## config.mk

```make
export PLATFORM = sky130hd
export DESIGN_NAME = conv_layer_scheduler
export DESIGN_NICKNAME = d
export VERILOG_FILES = /design/src/rtl/conv_layer_scheduler.sv
export SDC_FILE = /design/constraint.sdc
export NUM_CORES = 1
export LEC_CHECK = 0
export BUFFER_PORTS_ARGS = -buffer_cell sky130_fd_sc_hd__buf_2
export CORE_MARGIN = 2
export CORE_UTILIZATION = 42
export DETAILED_ROUTE_END_ITERATION = 12
export PLACE_DENSITY = 0.86
export REMOVE_ABC_BUFFERS = 1
export SLEW_MARGIN = 5
export SYNTH_ARGS = -nofsm -noshare
export SYNTH_HDL_FRONTEND = slang
export SYNTH_SLANG_ARGS = --single-unit
```

## constraint.sdc

```tcl
create_clock -name clk -period 3.55 [get_ports clk]
set_clock_uncertainty 0.15 [all_clocks]
set_input_delay 0.5325 -clock clk [delete_from_list [all_inputs] [get_ports clk]]
set_output_delay 0.5325 -clock clk [all_outputs]
set_load 0.02 [all_outputs]
```

## src/rtl/conv_layer_scheduler.sv

```systemverilog
// ============================================================================
// Module      : conv_layer_scheduler
// Description : Sequences one pass of a convolutional layer over an image held
//               in a synchronous pixel memory. Reads pixels in raster order,
//               clocks them into the layer only while downstream can accept a
//               result, flushes the layer pipeline with zeros once the image is
//               exhausted, and forwards result pixels downstream.
//
// Ports
//   clk               : clock, all logic on rising edge
//   rst_n             : asynchronous active-low reset
//   start             : one-cycle pulse, begins a pass (honoured only when idle)
//   abort             : synchronous cancel of a pass in progress
//   src_addr          : pixel memory read address
//   src_rd_en         : pixel memory read strobe (data valid next cycle)
//   src_data          : pixel memory read data
//   layer_clk_en      : clock enable for the convolutional layer
//   layer_input_data  : pixel fed to the layer (zero outside streaming)
//   layer_valid       : layer result valid
//   layer_output_data : layer result
//   out_data          : result pixel to downstream
//   out_valid         : result pixel present
//   out_ready         : downstream accepts
//   busy              : pass in progress
//   done              : one-cycle pulse, pass complete
//   error             : sticky, flush ran too long; cleared by start
//
// Revision    : 1.0 - initial release
// ============================================================================
`timescale 1ns/1ps
`default_nettype none

module conv_layer_scheduler #(
    parameter int I_WIDTH      = 8,
    parameter int O_WIDTH      = 16,
    parameter int CHANNELS_IN  = 3,
    parameter int CHANNELS_OUT = 5,
    parameter int IMAGE_WIDTH  = 64,
    parameter int IMAGE_HEIGHT = 32,
    parameter int FILTER_SIZE  = 5,
    parameter int FLUSH_MAX    = 256,
    localparam int N_IN        = IMAGE_WIDTH * IMAGE_HEIGHT,
    localparam int N_OUT       = (IMAGE_WIDTH - FILTER_SIZE + 1) * (IMAGE_HEIGHT - FILTER_SIZE + 1),
    localparam int ADDR_W      = (N_IN > 1) ? $clog2(N_IN) : 1
) (
    input  logic                             clk,
    input  logic                             rst_n,
    input  logic                             start,
    input  logic                             abort,
    output logic [ADDR_W-1:0]                src_addr,
    output logic                             src_rd_en,
    input  logic [CHANNELS_IN*I_WIDTH-1:0]   src_data,
    output logic                             layer_clk_en,
    output logic [CHANNELS_IN*I_WIDTH-1:0]   layer_input_data,
    input  logic                             layer_valid,
    input  logic [CHANNELS_OUT*O_WIDTH-1:0]  layer_output_data,
    output logic [CHANNELS_OUT*O_WIDTH-1:0]  out_data,
    output logic                             out_valid,
    input  logic                             out_ready,
    output logic                             busy,
    output logic                             done,
    output logic                             error
);

    localparam int c_OCNT_W = $clog2(N_OUT + 1);
    localparam int c_FCNT_W = $clog2(FLUSH_MAX + 1);

    localparam logic [ADDR_W-1:0]   c_ADDR_LAST  = ADDR_W'(N_IN - 1);
    localparam logic [ADDR_W-1:0]   c_ADDR_ONE   = ADDR_W'(1);
    localparam logic [c_OCNT_W-1:0] c_OCNT_LAST  = c_OCNT_W'(N_OUT - 1);
    localparam logic [c_OCNT_W-1:0] c_OCNT_ONE   = c_OCNT_W'(1);
    localparam logic [c_FCNT_W-1:0] c_FCNT_LAST  = c_FCNT_W'(FLUSH_MAX - 1);
    localparam logic [c_FCNT_W-1:0] c_FCNT_ONE   = c_FCNT_W'(1);

    typedef enum logic [2:0] {
        S_IDLE   = 3'd0,
        S_PRIME  = 3'd1,
        S_STREAM = 3'd2,
        S_FLUSH  = 3'd3,
        S_FINISH = 3'd4
    } state_t;

    state_t                r_state;
    state_t                w_state_nxt;
    // r_addr is the address of the pixel currently presented on src_data.
    logic [ADDR_W-1:0]     r_addr;
    logic [ADDR_W-1:0]     w_addr_nxt;
    logic [c_OCNT_W-1:0]   r_out_cnt;
    logic [c_OCNT_W-1:0]   w_out_cnt_nxt;
    logic [c_FCNT_W-1:0]   r_flush_cnt;
    logic [c_FCNT_W-1:0]   w_flush_cnt_nxt;
    logic                  r_error;
    logic                  w_error_nxt;

    logic                  w_active;
    logic                  w_xfer;
    logic                  w_last_xfer;

    assign error = r_error;

    // ------------------------------------------------------------------
    // State and counter registers
    // ------------------------------------------------------------------
    always_ff @(posedge clk or negedge rst_n) begin
        if (!rst_n) begin
            r_state     <= S_IDLE;
            r_addr      <= '0;
            r_out_cnt   <= '0;
            r_flush_cnt <= '0;
            r_error     <= 1'b0;
        end else begin
            r_state     <= w_state_nxt;
            r_addr      <= w_addr_nxt;
            r_out_cnt   <= w_out_cnt_nxt;
            r_flush_cnt <= w_flush_cnt_nxt;
            r_error     <= w_error_nxt;
        end
    end

    // ------------------------------------------------------------------
    // Next-state and output logic
    // ------------------------------------------------------------------
    always_comb begin
        w_state_nxt      = r_state;
        w_addr_nxt       = r_addr;
        w_out_cnt_nxt    = r_out_cnt;
        w_flush_cnt_nxt  = r_flush_cnt;
        w_error_nxt      = r_error;
        src_addr         = r_addr;
        src_rd_en        = 1'b0;
        layer_clk_en     = 1'b0;
        layer_input_data = '0;
        out_data         = '0;
        out_valid        = 1'b0;
        busy             = 1'b1;
        done             = 1'b0;

        w_active    = (r_state == S_STREAM) || (r_state == S_FLUSH);
        w_xfer      = w_active && layer_valid && out_ready;
        w_last_xfer = w_xfer && (r_out_cnt == c_OCNT_LAST);

        // Result forwarding is only meaningful while the layer is running;
        // outside that window the outputs are held at zero.
        if (w_active) begin
            out_valid    = layer_valid;
            out_data     = layer_output_data;
            layer_clk_en = out_ready;
        end

        case (r_state)
            S_IDLE: begin
                busy = 1'b0;
                if (start) begin
                    w_state_nxt     = S_PRIME;
                    w_addr_nxt      = '0;
                    w_out_cnt_nxt   = '0;
                    w_flush_cnt_nxt = '0;
                    w_error_nxt     = 1'b0;
                end
            end

            S_PRIME: begin
                // Fetch pixel 0 so it is on src_data for the first STREAM cycle.
                src_rd_en   = 1'b1;
                src_addr    = '0;
                w_state_nxt = S_STREAM;
            end

            S_STREAM: begin
                layer_input_data = src_data;
                if (out_ready) begin
                    if (r_addr != c_ADDR_LAST) begin
                        // Prefetch the next pixel while the current one is consumed.
                        src_rd_en  = 1'b1;
                        src_addr   = r_addr + c_ADDR_ONE;
                        w_addr_nxt = r_addr + c_ADDR_ONE;
                    end else begin
                        w_state_nxt = S_FLUSH;
                    end
                end
            end

            S_FLUSH: begin
                if (out_ready) begin
                    if (r_flush_cnt == c_FCNT_LAST) begin
                        w_state_nxt = S_IDLE;
                        w_error_nxt = 1'b1;
                    end else begin
                        w_flush_cnt_nxt = r_flush_cnt + c_FCNT_ONE;
                    end
                end
            end

            S_FINISH: begin
                done        = 1'b1;
                w_state_nxt = S_IDLE;
            end

            default: begin
                w_state_nxt = S_IDLE;
            end
        endcase

        // A completing transfer wins over both a pending FLUSH entry and a
        // flush timeout landing in the same cycle.
        if (w_xfer) begin
            if (w_last_xfer) begin
                w_state_nxt = S_FINISH;
                w_error_nxt = r_error;
            end else begin
                w_out_cnt_nxt = r_out_cnt + c_OCNT_ONE;
            end
        end

        // Abort has the final say, even over a simultaneous transfer.
        if (abort && (r_state != S_IDLE)) begin
            w_state_nxt = S_IDLE;
            w_error_nxt = r_error;
        end

        // Every return to IDLE leaves the counters cleared.
        if ((w_state_nxt == S_IDLE) && (r_state != S_IDLE)) begin
            w_addr_nxt      = '0;
            w_out_cnt_nxt   = '0;
            w_flush_cnt_nxt = '0;
        end
    end

endmodule

`default_nettype wire

```

# Word-level counts from Yosys, hierarchy flattened

Index checks and enable logic that the tools add are counted.

Add/sub/neg operators: 3
Multiply operators: 0
Div/mod/pow operators: 0
$lt $le $gt $ge: 0
Eq/ne operators: 11
Shift operators: 0
Multiplexer cells: 40
Bitwise operators: 1
Reduce and logical (&&, ||, !) cells: 14

Operators with widths:

| cell                  | count |
|---|---|
| $mux 11               | 9 |
| $mux 80               | 1 |
| $pmux 11 s2           | 2 |
| $mux 9                | 4 |
| $mux 24               | 1 |
| $mux 3                | 8 |
| $add 11x1->11 const B | 2 |
| $pmux 9 s2            | 1 |
| $pmux 3 s4            | 1 |
| $eq 11x11->1 const B  | 1 |
| $mux 1                | 11 |
| $ne 11x11->1 const B  | 1 |
| $add 9x1->9 const B   | 1 |
| $eq 9x8->1 const B    | 1 |
| $reduce_bool 3->1     | 3 |
| $eq 3x2->1 const B    | 2 |
| $logic_not 3->1       | 2 |
| $ne 3x2->1 const B    | 2 |
| $logic_and 1x1->1     | 5 |
| $pmux 1 s2            | 2 |
| $reduce_and 2->1      | 2 |
| $reduce_and 4->1      | 1 |
| $eq 3x1->1 const B    | 1 |
| $eq 3x3->1 const B    | 1 |
| other kinds (4)       | 4 |

Bits in registers: 35
Bits in latches: 0
Bits in writable memories: 0
ROM bits: 0
Logic and storage cells: 74
Memories: 0

# Longest topological paths before layout

Depth in word-level cells: 12
Depth in mapped cells: 10
Mapped depth without buffers: 9

# Worst setup path before layout

Ideal clock, no wire load.

Path kind: register -> output
Start: reg r_addr[0]
End: out src_addr[5]
Arrival time: 2034 ps
Slack: 834 ps
Cell stages (with the launch flop): 6
Cells stage by stage: dfrtp_1 ha_1 and3_1 a31oi_1 a31oi_1 a311oi_1

Word-level cells in the longest chain between the ends: 4
Elaborated cells on any way between the ends: 5
Those cells by class: add/sub (1); eq/ne (1); mux (3)

Ends and longest elaborated chain:

| element                                       | RTL line | text |
|---|---|---|
| start, declared                               | 86       | `logic [ADDR_W-1:0] r_addr;` |
| start signal, assigned                        | 113      | `r_addr <= w_addr_nxt;` |
| $add 11x1->11 or $ne 11x11->1 (tied branches) | 175, 172 |  |
| $mux 11 (*)                                   | n/a      |  |
| $mux 11 (*)                                   | 171      | `if (out_ready) begin` |
| $pmux 11 s2 (*)                               | 150      | `case (r_state)` |
| end, declared                                 | 50       | `output logic [ADDR_W-1:0] src_addr,` |

Every way passes the cells marked *; elsewhere a longest branch is shown, timed or not.

# Final worst setup path

Ends and elaborated chain as after synthesis.

==> results.sh <==
export IMPL_cp_arrival_ns=2.50
export IMPL_cts_root_buf="clkbuf_8"
export IMPL_end_kind="primary output"
export IMPL_fin_crit_sh_pct=89.5
export IMPL_layout_cells_non_filler=739
export IMPL_cts_tree="built"
export IMPL_p_per_area_nw_per_um2=411
export IMPL_n_antenna_cell=0
export IMPL_postSynthRegisterBits=35
export IMPL_clk_latency_ns=0.30
export IMPL_antenna_found_initial=0
export IMPL_seq_area_frac_synth_pct=26.3
export IMPL_final_cell_area_um2=4620
export IMPL_finalSetupViolations=0
export IMPL_place_port_buffers=230
export IMPL_min_period_ns=3.18
export IMPL_setup_tns_ns=0
export IMPL_start_util_pct=43.2
export IMPL_maxCapViolCount=0
export IMPL_core_um2=7730
export IMPL_row_count=32
export IMPL_finalNetCount=750
export IMPL_synth_edf_count=0
export IMPL_cts_resized_gates=0
export IMPL_ant_nets=0
export IMPL_mostFrequentLayoutCells="buf_2 (230), and2_1 (109), dfrtp_1 (35)"
export IMPL_multiInputGateArea_um2=2250
export IMPL_gr_usage_all_layers_pct=33.5
export IMPL_dpl_cell_area_um2=4500
export IMPL_synth_distinct_cells=67
export IMPL_mostFrequentLayoutCell="buf_2"
export IMPL_cts_buffers=5
export IMPL_io_pins=231
export IMPL_startpoint_type="register"
export IMPL_drtIter0Drc=470
export IMPL_post_cts_setup_buffers=0
export IMPL_dr_pass1_iters=6
export IMPL_routedWlPerCell_um=20.6
export IMPL_fillCellCount=713
export IMPL_syn_area_um2=3340
export IMPL_htree_levels=2
export IMPL_hold_viol=0
export IMPL_yosysWarnings=0
export IMPL_ctsHoldBuffers=0
export IMPL_wl_mm=15.2
export IMPL_postSynth_asyncResetShare_pct=100
export IMPL_final_layout_size_suffix_gt1_share_pct=41.4
export IMPL_die_y_um=93.1
export IMPL_worst_pin_slew_ns=0.840
export IMPL_criticalPathCategory="register to primary output"
export IMPL_die_w_um=93.1
export IMPL_grt_first_pass_wirelength_mm=22.0
export IMPL_outcome="completed"
export IMPL_cts_buffer_depth=2
export IMPL_dp_hpwl_mm=12.3
export IMPL_grt_max_degree=42
export IMPL_place_congestion=1.07
export IMPL_slew_viol_final=0
export IMPL_vdd_ir_drop_max_mv=0.245
export IMPL_die_area_um2=8670
export IMPL_grt_remaining_overflow=0
export IMPL_crit_required_ns=2.87
export IMPL_leakage_uw=0.00249
export IMPL_area_delta_synth_final_pct=38.4
export IMPL_fmax_mhz=315
export IMPL_dp_cells=731
export IMPL_grt_pass1_vias=3657
export IMPL_finalPower_uw=1900
export IMPL_regArea_um2=876
export IMPL_vias=4291
export IMPL_synthFlopType="dfrtp_1"
export IMPL_netlist_instances=427
export IMPL_clock_sinks=35
export IMPL_rsz0062_at_grt="false"
export IMPL_hold_path_class="input pin to asynchronous set/reset pin"
export IMPL_vias_per_cell=5.81
export IMPL_slew_headroom_pct=44.0
export IMPL_crit_fanout=8
export IMPL_path_clk_slew_ns=0.08
export IMPL_synth_avg_cell_area_um2=7.81
export IMPL_remaining_drc_errors=0
-- cell families after synthesis --
logic type / Yosys count / synth area share (%)
AND/OR/NAND/NOR: 251 / 45.2
AO/OA/AOI/OAI: 86 / 19.3
buffers and inverters: 46 / 6.38
flip-flops: 35 / 26.3
adder cells (fa/ha/maj): 4 / 1.50
XOR/XNOR: 3 / 0.788
multiplexers: 2 / 0.638
-- layout make-up --
class                           instances  area share, %
Timing Repair Buffer                  237           26.1
Sequential cell                        35           19.0
Tap cell                              102           2.76
Clock inverter                          3          0.949
Clock buffer                            5           1.49
Inverter                               11          0.895
Multi-Input combinational cell        346           48.8
-- final timing paths --
kind	cells after the start	end	slack (ns)	startpoint
max	6	src_addr[5]	0.37	r_addr[0]
min	1	r_addr[4]	0.18	rst_n
max reg2reg	8	r_flush_cnt[3]	0.69	r_flush_cnt[0]
min reg2reg	1	error	0.34	error
max in group asynchronous	1	r_addr[5]	2.53	rst_n
min in group clk	1	error	0.34	error
-- critical path, stage by stage (launching register included) --
cell and delay (ns):
dfrtp_1 0.46, ha_1 0.28, and3_1 0.25, a31oi_1 0.57
a31oi_1 0.16, a311oi_1 0.27, buf_2 0.21
-- sequential cells by signal, summed over array words and instances, names as in the netlist --
| name | count |
|---|---|
| r_addr | 11 |
| r_state | 3 |
| r_flush_cnt | 9 |
| r_out_cnt | 11 |
| error | 1 |
-- Yosys cell counts (all sizes together), types with 7 or more instances --
master,count,area [um^2]
nor2,22,82.6
dfrtp,35,876
a21oi,17,88.8
nor3,7,35.0
clkbuf,16,60.1
nand4b,7,73.8
o31ai,7,71.3
o21ai,10,50.1
nor2b,9,56.3
buf,19,111
and2,109,682
nand3,19,95.1
nand2,29,109
nand4,7,43.8
inv,11,41.3
-- metal layers --
metal | GRT usage (%) | part of all wire [%]
met1 | 45.6 | 40
met2 | 49.9 | 42
met3 | 13.3 | 14
met4 | 8.09 | 2.9
met5 | 0 | 0
-- stage by stage --
stage               utilization [%]  hold slack (ns)  setup WS, ns
floorplan                         -           0.0869         0.107
global placement               58.3            0.321         0.806
detailed placement             58.3            0.326         0.711
CTS                            59.7            0.209         0.391
global route                   59.7            0.251         0.200
finish                         59.7            0.184         0.372
-- report_power, final --
group / internal (uW) / switching (uW)
clock: 209 / 169
combinational: 356 / 711
sequential: 412 / 39.1
No activity file was read; power rests on OpenSTA's default activity.
